===== src/rtl/half_mult_result_buffer.sv =====
// Result FIFO behind the half-precision multiplier: buffers products with their binary16
// class tag and keeps sticky exception flags plus a saturating NaN counter.
module half_mult_result_buffer #(
    parameter int DEPTH = 4,
    parameter int CNT_W = 8
) (
    input  logic                     clk,
    input  logic                     rst,
    input  logic                     in_valid,
    output logic                     in_ready,
    input  logic [15:0]              product_in,
    output logic                     out_valid,
    input  logic                     out_ready,
    output logic [15:0]              out_data,
    output logic [2:0]               out_class,
    output logic [$clog2(DEPTH):0]   count,
    input  logic                     clear_flags,
    output logic                     flag_nan,
    output logic                     flag_inf,
    output logic                     flag_zero,
    output logic                     flag_sub,
    output logic [CNT_W-1:0]         nan_count
);

    localparam int AW = $clog2(DEPTH);
    localparam logic [AW:0] FULL = (AW+1)'(DEPTH);

    typedef enum logic [2:0] {
        CLS_ZERO = 3'd0,
        CLS_SUB  = 3'd1,
        CLS_NORM = 3'd2,
        CLS_INF  = 3'd3,
        CLS_NAN  = 3'd4
    } class_e;

    logic [18:0]      mem [DEPTH];
    logic [AW-1:0]    wr_ptr;
    logic [AW-1:0]    rd_ptr;
    class_e           in_class;
    logic             push;
    logic             pop;
    logic [CNT_W-1:0] nan_base;

    always_comb begin
        in_class = CLS_NORM;
        if (product_in[14:10] == 5'h1f)
            in_class = (product_in[9:0] != 10'd0) ? CLS_NAN : CLS_INF;
        else if (product_in[14:10] == 5'h00)
            in_class = (product_in[9:0] != 10'd0) ? CLS_SUB : CLS_ZERO;
    end

    assign in_ready  = (count != FULL);
    assign out_valid = (count != '0);
    assign push      = in_valid & in_ready;
    assign pop       = out_valid & out_ready;
    assign out_data  = mem[rd_ptr][15:0];
    assign out_class = mem[rd_ptr][18:16];

    // Storage is cleared on reset so the empty-FIFO head reads as zero.
    always_ff @(posedge clk) begin
        if (rst) begin
            for (int i = 0; i < DEPTH; i++)
                mem[i] <= '0;
            wr_ptr <= '0;
            rd_ptr <= '0;
            count  <= '0;
        end else begin
            if (push) begin
                mem[wr_ptr] <= {in_class, product_in};
                wr_ptr      <= wr_ptr + 1'b1;
            end
            if (pop)
                rd_ptr <= rd_ptr + 1'b1;
            case ({push, pop})
                2'b10:   count <= count + 1'b1;
                2'b01:   count <= count - 1'b1;
                default: count <= count;
            endcase
        end
    end

    // Clear takes effect first so a push in the same cycle is still recorded.
    assign nan_base = clear_flags ? '0 : nan_count;

    always_ff @(posedge clk) begin
        if (rst) begin
            flag_nan  <= 1'b0;
            flag_inf  <= 1'b0;
            flag_zero <= 1'b0;
            flag_sub  <= 1'b0;
            nan_count <= '0;
        end else begin
            flag_nan  <= (flag_nan  & ~clear_flags) | (push & (in_class == CLS_NAN));
            flag_inf  <= (flag_inf  & ~clear_flags) | (push & (in_class == CLS_INF));
            flag_zero <= (flag_zero & ~clear_flags) | (push & (in_class == CLS_ZERO));
            flag_sub  <= (flag_sub  & ~clear_flags) | (push & (in_class == CLS_SUB));
            if (push && (in_class == CLS_NAN) && (nan_base != '1))
                nan_count <= nan_base + CNT_W'(1);
            else
                nan_count <= nan_base;
        end
    end

endmodule

===== config.mk =====
export PLATFORM = sky130hd
export DESIGN_NAME = half_mult_result_buffer
export DESIGN_NICKNAME = d
export VERILOG_FILES = /design/src/rtl/half_mult_result_buffer.sv
export SDC_FILE = /design/constraint.sdc
export NUM_CORES = 1
export LEC_CHECK = 0
export BUFFER_PORTS_ARGS = -buffer_cell sky130_fd_sc_hd__buf_4
export CORE_MARGIN = 4
export CORE_UTILIZATION = 57
export DETAILED_ROUTE_END_ITERATION = 7
export GPL_ROUTABILITY_DRIVEN = 0
export PLACE_DENSITY = 0.82
export RECOVER_POWER = 50
export SLEW_MARGIN = 20
export SYNTH_ARGS = -nofsm -noshare
export SYNTH_HDL_FRONTEND = slang
export SYNTH_SLANG_ARGS = --single-unit

===== constraint.sdc =====
create_clock -name clk -period 2.9 [get_ports clk]
set_clock_uncertainty 0.1 [all_clocks]
set_input_delay 0.145 -clock clk [delete_from_list [all_inputs] [get_ports clk]]
set_output_delay 0.145 -clock clk [all_outputs]
set_load 0.03 [all_outputs]

[Word level (Yosys, flattened, before mapping)]
Memory sizes are Yosys's and may differ from the RTL's. A register that Yosys moved wholly into a read port is not among the register bits.
Index checks and enable logic that the tools add are counted.
Word-level totals
  flip-flop bits (word level): 19
  RAM bits: 76
  input bits: 21
  output and inout port bits: 36
  logic and storage cells: 62
  memories: 1
Memory list
  mem: words 4, bits a word 19, read ports 1, clocked after Yosys merged registers in 1, write ports 4, line 36  | logic [18:0] mem [DEPTH];
Cells by class
  add/sub/neg operators: 5
  equality and inequality tests: 8
  muxes and demuxes: 17
  bitwise operators: 15
  reductions and logical operators: 8
Operators by type and width (count)
  $mux W19: 1
  $reduce_or A19 Y1: 1
  $mux W8: 2
  $and A1 B1 Y1: 10
  $reduce_bool A10 Y1: 1
  $add A8 B1 Y8 const B: 1
  $mux W2: 4
  $ne A8 B8 Y1 const B: 1
  $mux W1: 7
  $mux W3: 2
  $pmux W3 S2: 1
  $eq A5 B5 Y1 const B: 1
  $logic_not A5 Y1: 1
  $add A2 B1 Y2 const B: 2
  $or A1 B1 Y1: 4
  $add A3 B1 Y3 const B: 1
  $eq A3 B1 Y1 const B: 1
  $eq A3 B2 Y1 const B: 1
  $eq A3 B3 Y1 const B: 1
  $logic_not A3 Y1: 1
  $ne A3 B3 Y1 const B: 1
  $reduce_bool A3 Y1: 1
  $sub A3 B1 Y3 const B: 1
  $eq A2 B1 Y1 const B: 1
  other kinds (4): 5

[Longest topological paths before layout]
  word-level depth: 8
  depth in mapped cells: 9
  gate-level depth less buffers: 9

[Worst setup path before layout]
Ideal clock, no wire load.
  kind: register to register
  from: reg count[0]
  to: mem mem[3][0], enable pin
  setup time: 421 ps
  arrival: 2594 ps
  data required time: 2379 ps
  path slack: -216 ps
  cell stages (with the launch flop): 5
  buffers on the path: 0
  period minus slack after synthesis: 3116 ps
  cells stage by stage: dfxtp_1 > nor3b_1 > inv_1 > nand3_1 > o21ai_0
RTL lines
  start, declared: line 16  | output logic [$clog2(DEPTH):0] count,
  start signal, assigned: line 75  | 2'b10: count <= count + 1'b1;
  start signal, assigned: line 76  | 2'b01: count <= count - 1'b1;
  start signal, assigned: line 77  | default: count <= count;
  end, declared: line 36

[Final worst setup path]
  from: reg count[2]
  to: reg count[2]
Between the ends
  cells in the longest elaborated chain, start to end: 4
  elaborated cells between the ends (all ways): 10
  classes of those cells: add/sub: 2; eq/ne: 3; mux: 1; bitwise: 2; reduce/logical: 2
Ends and longest elaborated chain
  $ne A3 B3 Y1 / $reduce_bool A3 Y1 (equally long branches): line 52, 53
  $and A1 B1 Y1 (on tied branches): line 54, 55
  $eq A2 B1 Y1 / $eq A2 B2 Y1 (equally long branches): line 74  | case ({push, pop})
  $pmux W3 S2 / $reduce_bool A2 Y1 (equally long branches)
Several ways; a longest one is shown, not always the timed one.
A chain may end at the register's enable or synchronous reset.

==> metrics.md <==
| Metric | Value |
|---|---|
| Status | `finished clean` |
| RSZ-0062 raised after global routing | `no` |
| Initial core utilization | `0.5948` |
| Die Area | `0.009114 sq mm` |
| Cells after synthesis | `328` |
| Hold Vio Cnt, Final | `0` |
| Internal Dissipation | `2.528 mW` |
| Predominant post-synthesis flop cell | `edfxtp_1` |
| Diode count | `0` |
| Overflow after GRT | `0` |
| Period utilisation layout | `0.9288` |
| Net Sw Frac | `0.3222` |
| Number of antenna violations at the first check in global routing | `0` |
| Layout area overhead | `18.31%` |
| Post-CTS Resized | `0` |
| Placeable Area | `0.007331 sq mm` |
| Post-DRT Antenna Nets | `0` |
| Routed vias | `2890` |
| Fraction of registers with async set/reset | `0` |
| Slew Viols, Final | `0` |
| Post-Synth Simple-Gate Area | `0.1925` |
| Arrival @ worst endpoint | `2.88 ns` |
| Vias in the first global route | `2942` |
| Pin count of the biggest net entering global routing | `20` |
| Max_slew headroom | `0.1700` |
| Synth Area in XOR/XNOR | `0.01205` |
| Synth Cell Area | `0.004360 sq mm` |
| Postcts setup bufs | `0` |
| Top-count cell post-synth | `edfxtp_1` |
| Number of buffers added on ports | `56` |
| First-pass GRT wire length | `14.63 mm` |
| LEAKAGE | `1.902 nW` |
| DP Wirelength | `6.097 mm` |
| Tmin final | `2.693 ns` |
| Sequential fraction of design power | `0.460` |
| Adder-Cell Fraction of Synth Area | `0.01033` |
| GRT Resource Usage Total | `0.2193` |
| Setup Viol. Count Final | `0` |
| CTS Root Cell | `clkbuf_8` |
| # H-tree levels | `3` |
| Post-layout total power | `3.730 mW` |
| Die X | `95.47 microns` |
| Layout Nets | `430` |
| Cell Area, Placed | `0.004936 sq mm` |
| Worst VDD drop | `0.5373 mV` |
| Crit path kind | `flip-flop to flip-flop` |
| TritonRoute pass-1 iters | `5` |
| Hold_buf cts | `15` |
| Share of cells above drive strength 1 | `0.1606` |
| DR DRC count | `0` |
| Mapped Avg Cell Area | `13.29 sq um` |
| Clk Latency, worst-skew pair | `0.36 ns` |
| CTS Sinks | `97` |
| Netlist cell types | `42` |
| Largest family of logic cells by synthesized area | `simple AND/OR/NAND/NOR gates` |
| YS warnings | `0` |
| Switch Pwr | `1.202 mW` |
| Top cells by count, synth | `edfxtp_1, and2_1, nor2_1, dfxtp_1, mux4_2` |
| Power share of the clock group | `0.255` |
| CP required | `3.09 ns` |
| Worst-path fanout max | `7` |
| Max frequency | `0.3713 GHz` |
| Compound-Gate Fraction of Synth Area | `0.02898` |
| Post-synth top area share | `0.5234` |
| Vias per std cell | `5.667` |
| Worst-margin pin slew | `1.245 ns` |
| Crit. End Element | `flip-flop` |
| Maxcap violations | `0` |
| #FFs+latches synth | `97` |
| Design area | `0.005159 sq mm` |
| 1st-iter DRT viols | `143` |
| Net count after synthesis | `352` |
| Hold WC Path Type | `primary input to flip-flop` |
| Fin Setup TNS | `0 ns` |
| CTS buffer count | `9` |
| Synth area leaders | `edfxtp_1, mux4_2, dfxtp_1, and2_1, nor2_1` |
| Power density over the cells | `723.1 mW/mm^2` |
| Element type at the critical path start | `flip-flop` |
| Wirelength, routed | `9.109 mm` |
| EDFF count, synth | `76` |
| Die Ht | `95.47 microns` |
| Wire per inst | `17.86 microns` |
| Synth area leader | `edfxtp_1` |
| Row count | `31` |
| CTS tree | `yes` |
| I/O Pins | `57` |
| Logic pwr share | `0.285` |
| Register clock-pin slew on the reported worst setup and hold paths | `0.09 ns` |
| Mux contribution to synthesized area | `0.1148` |
| Clock buffer depth | `2` |
| Sequential-to-total area share from yosys stat | `0.6198` |
==> final cells by class <==
| class | instances | area, sq um |
|---|---|---|
| multi-input cells | 207 | 1564 |
| flip-flops and latches | 97 | 2703 |
| well taps | 99 | 123.9 |
| fillers | 543 | 2172 |
| repair buffers | 81 | 513.0 |
| clock buffers | 10 | 127.6 |
| inverters | 10 | 37.54 |
| clock inverters | 6 | 90.09 |
==> sequential cells by signal, indices dropped and copies added, names as in the netlist, named ones only <==
signal     flops
count          3
mem           76
flag_nan       1
flag_zero      1
rd_ptr         2
nan_count      8
flag_inf       1
flag_sub       1
wr_ptr         2
==> layout by cell type (no fill, tap or decap), types with 2 or more instances in the layout <==
| cell type | n |
|---|---|
| nor3_1 | 4 |
| clkbuf_1 | 39 |
| buf_4 | 26 |
| nor2b_1 | 2 |
| bufinv_16 | 2 |
| ha_1 | 2 |
| xnor2_1 | 2 |
| and3_1 | 3 |
| clkbuf_8 | 9 |
| nor2_1 | 33 |
| and4_1 | 2 |
| and4b_1 | 2 |
| and2_1 | 54 |
| a21o_1 | 2 |
| inv_1 | 9 |
| mux2i_1 | 5 |
| nand4_1 | 5 |
| nor4_1 | 2 |
| nand2_1 | 16 |
| dfxtp_1 | 21 |
| and2_0 | 7 |
| mux2_2 | 2 |
| mux4_2 | 19 |
| or3_1 | 5 |
| or4_1 | 5 |
| dlygate4sd3_1 | 15 |
| edfxtp_1 | 76 |
| o21ai_0 | 3 |
| nand3_1 | 10 |
| xor2_1 | 4 |
| a21oi_1 | 6 |
==> logic make-up after synthesis <==
logic type	count (synthesis)
AOI/OAI and AO/OA	19
xor gates and xnor gates	6
adders and majority gates	3
buffers and inverters	24
DFF	97
muxes	26
and+or+nand+nor	153
==> worst max-delay path, stage by stage (launching register included) <==
cell and delay (ns):
dfxtp_1 0.42, nor3b_1 0.41, inv_1 0.23, nand2_1 0.18, ha_1 0.20, inv_1 0.07, fa_1 0.38, xor2_1 0.16
or3_1 0.32, a21oi_1 0.16
==> worst paths after layout <==
kind	startpoint	end	slack [ns]	cells past startpoint
max	count[2]$_SDFFE_PP0P_	count[2]$_SDFFE_PP0P_	0.21	9
min	product_in[12]	mem[1][12]$_SDFFCE_PN0P_	0.01	2
max reg2reg	count[2]$_SDFFE_PP0P_	count[2]$_SDFFE_PP0P_	0.21	9
min reg2reg	flag_zero$_SDFF_PP0_	flag_zero$_SDFF_PP0_	0.37	2
==> stage by stage <==
stage / std cells / utilization / setup slack (ns) / hold WS [ns]
2_1_floorplan: 328 / - / 0.2121 / 0.1950
3_3_place_gp: 479 / 0.6733 / 0.4481 / 0.3505
3_5_place_dp: 479 / 0.6733 / 0.2494 / 0.3480
4_1_cts: 510 / 0.7235 / 0.2078 / 0.0003571
5_1_grt: 510 / 0.7037 / 0.06618 / 0.001109
6_report: 510 / 0.7037 / 0.2066 / 0.01475
==> layer usage <==
| metal | GRT usage | share of wire | vias to the layer above |
|---|---|---|---|
| met5 | 0 | 0 | - |
| met4 | 0.08768 | 0.012 | 0 |
| met3 | 0.05762 | 0.069 | 10 |
| met2 | 0.3703 | 0.53 | 112 |
| met1 | 0.2693 | 0.39 | 1409 |
| li1 | - | - | 1359 |
==> power by group through the flow <==
| stage | logic (mW) | clock network, mW | registers [mW] |
|---|---|---|---|
| after global placement | 1.15 | 0 | 1.74 |
| final | 1.06 | 0.951 | 1.72 |
| after detailed placement | 1.18 | 0 | 1.75 |
| after CTS | 1.20 | 0.965 | 1.72 |
| after floorplan | 0.777 | 0 | 1.76 |
| after global routing | 1.15 | 1.03 | 1.73 |
Power figures use the tool's default switching activity.
